==> src/rtl/cpu_pkg.sv <==
// Shared definitions for the 16-bit pipelined CPU control blocks.
//   NREG_W     : register-address width (16 registers, R0 reads as zero)
//   fwd_sel_e  : operand-mux select encodings driven into the EX mux3to1s
//   stage_t    : destination-register info tracked per pipeline stage
package cpu_pkg;

  localparam int NREG_W = 4;

  typedef enum logic [1:0] {
    FWD_RF    = 2'd0,  // register-file value (mux d0)
    FWD_EXMEM = 2'd1,  // EX/MEM result (mux d1)
    FWD_MEMWB = 2'd2   // MEM/WB result (mux d2)
  } fwd_sel_e;

  typedef struct packed {
    logic              valid;
    logic [NREG_W-1:0] rd;
    logic              reg_write;
    logic              mem_read;
  } stage_t;

endpackage

==> src/rtl/fwd_match.sv <==
// Combinational forwarding comparator for one source register.
//   use_src : the ID instruction actually reads src
//   src     : source register address
//   ex, mem : info of the instructions currently in EX and MEM
//   sel     : operand-mux select the ID instruction will need once it is in EX
// The instruction now in EX will be in MEM (EX/MEM result) when the reader
// reaches EX; the one now in MEM will be in WB (MEM/WB result). The newer
// producer wins when both match.
module fwd_match
  import cpu_pkg::*;
(
  input  logic              use_src,
  input  logic [NREG_W-1:0] src,
  input  stage_t            ex,
  input  stage_t            mem,
  output fwd_sel_e          sel
);

  logic ex_hit;
  logic mem_hit;
  logic unused_mem_read;

  // R0 is hardwired zero, so a write to it never produces a forwardable value.
  assign ex_hit  = ex.valid  && ex.reg_write  && (ex.rd  == src) && (ex.rd  != '0);
  assign mem_hit = mem.valid && mem.reg_write && (mem.rd == src) && (mem.rd != '0);

  // Load-ness does not affect the select; the stall logic handles loads.
  assign unused_mem_read = ex.mem_read ^ mem.mem_read;

  // NOTE: every always_comb output gets a default first so no path leaves
  // it unassigned, which would otherwise infer a latch.
  always_comb begin
    sel = FWD_RF;
    if (use_src && ex_hit) begin
      sel = FWD_EXMEM;
    end else if (use_src && mem_hit) begin
      sel = FWD_MEMWB;
    end
  end

endmodule

==> src/rtl/fwd_ctrl.sv <==
// Forwarding and load-use hazard controller.
//   clk, rst                  : clock, synchronous active-high reset
//   id_valid .. id_mem_read   : decoded info of the instruction in ID
//   flush                     : branch taken, ID instruction must not enter EX
//   fwd_a_sel, fwd_b_sel      : registered EX operand-mux selects (0/1/2)
//   stall                     : combinational load-use stall for PC and IF/ID
//   stall_count               : saturating count of stall cycles
// Stage tracking always advances; on a stall or flush EX receives a bubble.
module fwd_ctrl
  import cpu_pkg::*;
#(
  parameter int CNT_W = 16
) (
  input  logic              clk,
  input  logic              rst,
  input  logic              id_valid,
  input  logic [NREG_W-1:0] id_rs1,
  input  logic [NREG_W-1:0] id_rs2,
  input  logic              id_use_rs1,
  input  logic              id_use_rs2,
  input  logic [NREG_W-1:0] id_rd,
  input  logic              id_reg_write,
  input  logic              id_mem_read,
  input  logic              flush,
  output logic [1:0]        fwd_a_sel,
  output logic [1:0]        fwd_b_sel,
  output logic              stall,
  output logic [CNT_W-1:0]  stall_count
);

  stage_t   id_info;
  stage_t   ex_q;
  stage_t   mem_q;
  stage_t   wb_q;
  fwd_sel_e a_sel_n;
  fwd_sel_e b_sel_n;
  fwd_sel_e a_sel_q;
  fwd_sel_e b_sel_q;
  logic     load_use;
  logic     bubble;
  logic     unused_wb;

  assign id_info = '{valid:     id_valid,
                     rd:        id_rd,
                     reg_write: id_reg_write,
                     mem_read:  id_mem_read};

  fwd_match u_match_a (
    .use_src (id_valid && id_use_rs1),
    .src     (id_rs1),
    .ex      (ex_q),
    .mem     (mem_q),
    .sel     (a_sel_n)
  );

  fwd_match u_match_b (
    .use_src (id_valid && id_use_rs2),
    .src     (id_rs2),
    .ex      (ex_q),
    .mem     (mem_q),
    .sel     (b_sel_n)
  );

  // A load in EX has no data until it leaves MEM, so a dependent reader in ID
  // must wait one cycle and then pick the value up from MEM/WB.
  assign load_use = id_valid && ex_q.valid && ex_q.mem_read && ex_q.reg_write &&
                    (ex_q.rd != '0) &&
                    ((id_use_rs1 && (id_rs1 == ex_q.rd)) ||
                     (id_use_rs2 && (id_rs2 == ex_q.rd)));

  // A flushed instruction is discarded anyway, so it never needs to stall.
  assign stall  = load_use && !flush;
  assign bubble = stall || flush;

  // NOTE: sequential state is updated with non-blocking assignments so every
  // register samples pre-edge values regardless of statement order.
  always_ff @(posedge clk) begin
    if (rst) begin
      ex_q        <= '0;
      mem_q       <= '0;
      wb_q        <= '0;
      a_sel_q     <= FWD_RF;
      b_sel_q     <= FWD_RF;
      stall_count <= '0;
    end else begin
      mem_q <= ex_q;
      wb_q  <= mem_q;
      if (bubble) begin
        ex_q    <= '0;
        a_sel_q <= FWD_RF;
        b_sel_q <= FWD_RF;
      end else begin
        ex_q    <= id_info;
        a_sel_q <= a_sel_n;
        b_sel_q <= b_sel_n;
      end
      if (stall && (stall_count != '1)) begin
        stall_count <= stall_count + CNT_W'(1);
      end
    end
  end

  // WB is tracked for pipeline visibility; WB-to-ID hazards are resolved by
  // the register file writing before it is read.
  assign unused_wb = ^wb_q;

  assign fwd_a_sel = a_sel_q;
  assign fwd_b_sel = b_sel_q;

endmodule

==> config.mk <==
export PLATFORM = sky130hd
export DESIGN_NAME = fwd_ctrl
export DESIGN_NICKNAME = d
export VERILOG_FILES = /design/src/rtl/cpu_pkg.sv /design/src/rtl/fwd_match.sv /design/src/rtl/fwd_ctrl.sv
export SDC_FILE = /design/constraint.sdc
export NUM_CORES = 1
export LEC_CHECK = 0
export ABC_CLOCK_PERIOD_IN_PS = 3400
export CAP_MARGIN = 20
export CORE_MARGIN = 1.5
export CORE_UTILIZATION = 52
export DETAILED_ROUTE_END_ITERATION = 10
export PLACE_DENSITY_LB_ADDON = 0.1
export SETUP_SLACK_MARGIN = 0.1
export SLEW_MARGIN = 5
export SYNTH_ARGS = -nofsm -noshare
export SYNTH_HDL_FRONTEND = slang
export SYNTH_SLANG_ARGS = --single-unit
export TNS_END_PERCENT = 20
==> constraint.sdc <==
create_clock -name clk -period 3.4 [get_ports clk]
set_input_delay 0.34 -clock clk [delete_from_list [all_inputs] [get_ports clk]]
set_output_delay 0.34 -clock clk [all_outputs]
set_load 0.1 [all_outputs]
==> metrics.md, run 1 <==
| Metric | Value |
|---|---|
| Number of buffers on the longest clock path | 2 |
| Top Family by Delay on Critical Path | simple AND/OR/NAND/NOR gates |
| MaxCap Viol Count | 0 |
| Setup_tns | 0 ps |
| Post_cts resized | 0 |
| Routed len/inst | 14.47 um |
| DR iter-0 viols | 96 |
| Overall Global Routing Usage | 24.55% |
| Final hold slack | 484.4 ps |
| Int Pwr | 659.6 uW |
| Final Hold Fails | 0 |
| Slew headroom | 33.70% |
| Crit path kind | flip-flop to flip-flop |
| Hpwl dp | 2885 um |
| Comb pwr share | 7.8% |
| Switch share | 21.35% |
| # DRC | 0 |
| Critical path depth | 5 |
| # IOs | 41 |
| Horiz. Die Dim | 59.64 um |
| PwrDens | 382.2 nW/um2 |
| # rows | 20 |
| Grt total ovfl | 0 |
| Vias/cell | 5.790 |
| Slew @ Worst Pin | 991.4 ps |
| Slowest CP cell | o32a_1 |
| Top-area cell type share of the netlist area | 39.61% |
| Syn avg cell area | 8.872 um2 |
| FF-to-FF Start | ex_q[2] |
| Top FF cell, synth | dfxtp_1 |
| Skew final | 7.580 ps |
| WP buf/inv | 0 |
| Most frequent cell after synthesis | dfxtp_1 |
| Fraction of registers with async set/reset | 0% |
| Root Driver | clkbuf_4 |
| Postcts setup bufs | 0 |
| Synthesis Warnings | 0 |
| Placed instance area | 2088 um2 |
| Post-synth net total | 209 |
| CTS tree | yes |
| CTS Sinks | 33 |
| Status | finished clean |
| Hold-fix buffers, CTS | 0 |
| RSZ-0062 raised after global routing | false |
| Mapped Cells | 188 |
| Cell variety after synth | 42 |
| Fraction of layout cells with a size suffix above 1 | 8.333% |
| Peak supply drop | 0.0003349 V |
| Die Span Y | 59.64 um |
| Fmax | 0.3968 GHz |
| Crit path DAT | 2760 ps |
| Routability cong. | 0.8856 |
| DRT Pass-1 Iters | 7 |
| Crit path largest cell delay | 780 ps |
| Max-slew violations | 0 |
| Port bufs | 40 |
| Core box area | 3053 um2 |
| Critical Path Sink Type | flip-flop |
| Antenna violations before repair | 0 |
| Area contributors post-synth | dfxtp_1, xnor2_1, nor2b_1, and3_1, mux2_2 |
| Max FO, Critical Path | 29 |
| #FFs+latches synth | 33 |
| Fin crit period | 2520 ps |
| Vias in the first global route | 1541 |
| Post-synthesis cell area | 1668 um2 |
| Fin crit share | 74.12% |
| Layout area overhead | 31.58% |
| Reg-to-reg slack, setup | 880 ps |
| Setup WS pre-CTS | 637.8 ps |
| ANT cells | 0 |
| Lkg Pwr | 0.7810 nW |
| DR vias | 1575 |
| Reg clk slew, reported paths | 110 ps |
| Reg power frac | 47.3% |
| Hold crit path type | flip-flop to flip-flop |
| Fin nets | 248 |
| CTS Buf Count | 5 |
| End point of the critical path | stall_count[5] |
| Critical path data required time | 3640 ps |
| Final ANT Viol Nets | 0 |
| Starting Density | 54.63% |
| Global-route wire length before repair | 6589 um |
| Sequential fraction of the synthesis area | 39.61% |
| Worst-path cell chain | or4_1 -> nand2_1 -> o32a_1 -> nor4_1 -> mux2_2 |
| Critical path startpoint | ex_q[2] |
| FILL cells | 249 |
| Clk_lat worst skew | 340 ps |
| Post-synth EDFFs | 0 |
| Setup ws final | 879.8 ps |
| Largest net degree at the start of global routing | 30 |
| Largest area contributor in the netlist | dfxtp_1 |
| Sw Pwr | 179.1 uW |
| Max H-tree Level | 2 |
| Die area | 3556 um2 |
| Final instance area | 2195 um2 |
| Clock share of power | 44.9% |
| Worst reg-to-reg path cell count | 5 |
| Synth cell count leaders | dfxtp_1, nor2_1, nor2b_1 |
| Final WL | 3937 um |
| CP Launch Type | flip-flop |
| Setup violators final | 0 |
| R2r endpoint | stall_count[5] |
## worst min-delay path by stage
| stage | startpoint | to | cells after the start |
|---|---|---|---|
| after detailed placement | ex_q[6] | mem_q[6] | 1 |
| after global placement | ex_q[6] | mem_q[6] | 1 |
| after CTS | ex_q[6] | mem_q[6] | 1 |
| after global routing | ex_q[6] | mem_q[6] | 1 |
| final | ex_q[6] | mem_q[6] | 1 |
| after floorplan | ex_q[6] | mem_q[6] | 1 |
## stage by stage
stage          power [mW]  util (%)  std cells
3_3_place_gp       0.4678     68.40        264
2_1_floorplan      0.4371         -        188
3_5_place_dp       0.4706     68.40        264
5_1_grt            0.8656     71.89        272
4_1_cts            0.8415     71.89        272
6_report           0.8387     71.89        272
## cells in the final DEF (no fill, tap or decap), drive strengths merged, types with 5 or more instances in the layout
master,n
clkdlybuf4s50,39
nor4,5
nor3,7
dfxtp,33
mux2,6
nand4,6
a21oi,6
nor2,14
nand2,11
xor2,6
or4,5
clkbuf,5
nor2b,12
xnor2,10
and3,11
nand3,6
## metal layers
layer,up-vias,routed length (um),GRT usage [%]
met3,9,223,5.895
met5,-,0,0
met4,0,70,10.48
met2,58,1877,40.66
met1,737,1766,30.31
li1,771,-,-
## sequential cells by signal (all words and copies together) (netlist names)
signal	cells
ex_q	7
fwd_a_sel	2
fwd_b_sel	2
mem_q	6
stall_count	16
## kinds of logic after synthesis
group	share of synthesized area, %
AOI/OAI and AO/OA	9.979
xor gates and xnor gates	8.402
DFF	39.61
muxes	4.051
buffers and inverters	2.851
adders and majority gates	0.7501
and+or+nand+nor	34.36
## power by group through the flow
stage | logic (mW) | clock network [mW] | registers (mW)
6_report | 0.0656 | 0.376 | 0.397
5_1_grt | 0.0710 | 0.397 | 0.398
4_1_cts | 0.0655 | 0.379 | 0.397
3_5_place_dp | 0.0650 | 0 | 0.406
3_3_place_gp | 0.0626 | 0 | 0.405
2_1_floorplan | 0.0331 | 0 | 0.404
## cell type report
type	instances	area [um2]	share of cell area (%)
multi-input combinational	144	959.7	43.73
inverter	2	7.507	0.3421
timing repair buffer	41	405.4	18.47
clock buffer	5	37.54	1.710
tap	44	55.05	2.509
clock inverter	3	68.82	3.136
sequential	33	660.6	30.10
Power figures use the tool's default switching activity.
==> inputs of run 2 (changes only) <==
--- a/config.mk
+++ b/config.mk
@@ -5,10 +5,10 @@
 export SDC_FILE = /design/constraint.sdc
 export NUM_CORES = 1
 export LEC_CHECK = 0
-export ABC_CLOCK_PERIOD_IN_PS = 3400
+export ABC_CLOCK_PERIOD_IN_PS = 2450
 export CAP_MARGIN = 20
 export CORE_MARGIN = 1.5
-export CORE_UTILIZATION = 52
+export CORE_UTILIZATION = 49
 export DETAILED_ROUTE_END_ITERATION = 10
 export PLACE_DENSITY_LB_ADDON = 0.1
 export SETUP_SLACK_MARGIN = 0.1
==> constraint.sdc (replaced) <==
create_clock -name clk -period 2.45 [get_ports clk]
set_input_delay 0.245 -clock clk [delete_from_list [all_inputs] [get_ports clk]]
set_output_delay 0.245 -clock clk [all_outputs]
set_load 0.1 [all_outputs]
==> run 2 against run 1 <==
Effect of this change: utilization shrank 5.5 points; first-iteration DRC count grew 25%; worst hold slack lost 31 ps; register-to-register slack lost 510 ps; cell area grew 0.17%; clock-buffer cell count is the same; die area grew 5.8%; sequential cell count is the same; largest cell class unchanged; highest routed layer unchanged.
==> metrics.md, run 2 (synthesis gave the netlist of run 1 again) <==
| Metric | Value |
|---|---|
| Max H-tree Level | 2 |
| Setup_tns | 0 ps |
| DR vias | 1593 |
| Grt total ovfl | 0 |
| Horiz. Die Dim | 61.34 um |
| Post_cts resized | 0 |
| Critical path data required time | 2200 ps |
| Routed len/inst | 14.28 um |
| Commonest non-fill, non-tap cell in the layout | buf_4 |
| Crit path kind | flip-flop to output pin |
| Slew headroom | 70.47% |
| Fin nets | 255 |
| Status | finished clean |
| # DRC | 0 |
| MaxCap Viol Count | 0 |
| # IOs | 41 |
| Slew @ Worst Pin | 441.3 ps |
| Hold crit path type | primary input to flip-flop |
| Biggest regs | stall_count: 16 flops, ex_q: 7 flops, mem_q: 6 flops |
| Largest net degree at the start of global routing | 20 |
| Number of buffers on the longest clock path | 2 |
| CP Launch Type | flip-flop |
| FILL cells | 284 |
| Commonest non-fill, non-tap cells in the layout | buf_4, dfxtp_1, clkdlybuf4s50_1 |
| CTS tree | yes |
| Hold Crit Start | id_reg_write |
| Non-Filler Instances | 281 |
| Final ANT Viol Nets | 0 |
| Setup ws final | 247.4 ps |
| Core box area | 3311 um2 |
| ANT cells | 0 |
| Reg-to-reg slack, setup | 370 ps |
| Final WL | 4014 um |
| Hpwl dp | 3007 um |
| Vias in the first global route | 1438 |
| RSZ-0062 raised after global routing | false |
| Crit path DAT | 1960 ps |
| Hold-critical path depth | 2 |
| Die area | 3763 um2 |
| R2r endpoint | stall_count[15] |
| Largest register by flop count | stall_count |
| Slowest CP cell | or4_1 |
| Largest register FFs | 16 |
| Port bufs | 40 |
| Hold-fix buffers, CTS | 0 |
| Crit path largest cell delay | 590 ps |
| FF-to-FF Start | stall_count[0] |
| Final instance area | 2198 um2 |
| Final Hold Fails | 0 |
| Fmax | 0.4540 GHz |
| Clk_lat worst skew | 350 ps |
| Final hold slack | 453.5 ps |
| Antenna violations before repair | 0 |
| CTS Sinks | 33 |
| Vias/cell | 5.669 |
| Starting Density | 50.38% |
| CTS Buf Count | 5 |
| Global-route wire length before repair | 6375 um |
| Postcts setup bufs | 0 |
| Fin crit period | 2203 ps |
| Routability cong. | 0.8743 |
| Placed Cells | 273 |
| Fraction of layout cells with a size suffix above 1 | 22.55% |
| Skew final | 7.213 ps |
| Final core area utilization | 66.40% |
| Root Driver | clkbuf_4 |
| Layout area overhead | 31.81% |
| PwrDens | 482.5 nW/um2 |
| DR iter-0 viols | 120 |
| Hold Crit Endpoint | ex_q[1] |
| Die Span Y | 61.34 um |
| Worst reg-to-reg path cell count | 6 |
| Reg clk slew, reported paths | 100 ps |
| Peak supply drop | 0.0003100 V |
| Max FO, Critical Path | 4 |
| Critical Path Sink Type | output pin |
| Setup violators final | 0 |
| Fin crit share | 89.90% |
| Lkg Pwr | 0.8466 nW |
| Placed instance area | 2115 um2 |
| Worst-path cell chain | or4_1 -> nand2_1 -> buf_4 -> nor2_1 -> and2_1 -> buf_12 |
| Setup WS pre-CTS | 63.89 ps |
| Max-slew violations | 0 |
| Overall Global Routing Usage | 23.02% |
| DRT Pass-1 Iters | 5 |
| # rows | 21 |
| Power Total | 1.061 mW |
## run 2: layout make-up
cell class / instances / area (um2) / share of cell area [%]
Sequential cell: 33 / 669.4 / 30.45
Timing Repair Buffer: 48 / 420.4 / 19.12
Clock buffer: 5 / 37.54 / 1.707
Multi-Input combinational cell: 144 / 959.7 / 43.65
Tap cell: 46 / 57.56 / 2.618
Clock inverter: 3 / 46.29 / 2.106
Inverter: 2 / 7.507 / 0.3415
## run 2: per-layer routing
metal | GRT usage, % | vias up | routed length, um
met2 | 37.39 | 52 | 1945
met3 | 4.622 | 9 | 235
li1 | - | 790 | -
met4 | 10.64 | 0 | 84
met1 | 29.46 | 742 | 1749
met5 | 0 | - | 0
## run 2: worst max path at each step
stage	startpoint	end	slack (ps)	cells after the start
after floorplan	stall_count[7]	stall_count[0]	100	6
after global placement	id_rs1[2]	stall_count[5]	110	7
after detailed placement	id_rs1[2]	stall_count[3]	60	7
after CTS	ex_q[2]	stall	250	6
after global routing	ex_q[2]	stall	150	6
final	ex_q[2]	stall	250	6
## run 2: worst max-delay path, delay by kind of cell, from the launching register on
family,cells,cell delay [ps]
buffers and inverters,2,300
AND/OR/NAND/NOR,4,950
flip-flops,1,370
## run 2: power breakdown
part / internal [mW] / leakage [nW] / switching, mW
Sequential: 0.543 / 0.271 / 0.00708
Combinational: 0.0527 / 0.534 / 0.0400
Clock: 0.216 / 0.0414 / 0.202
Total: 0.812 / 0.847 / 0.249
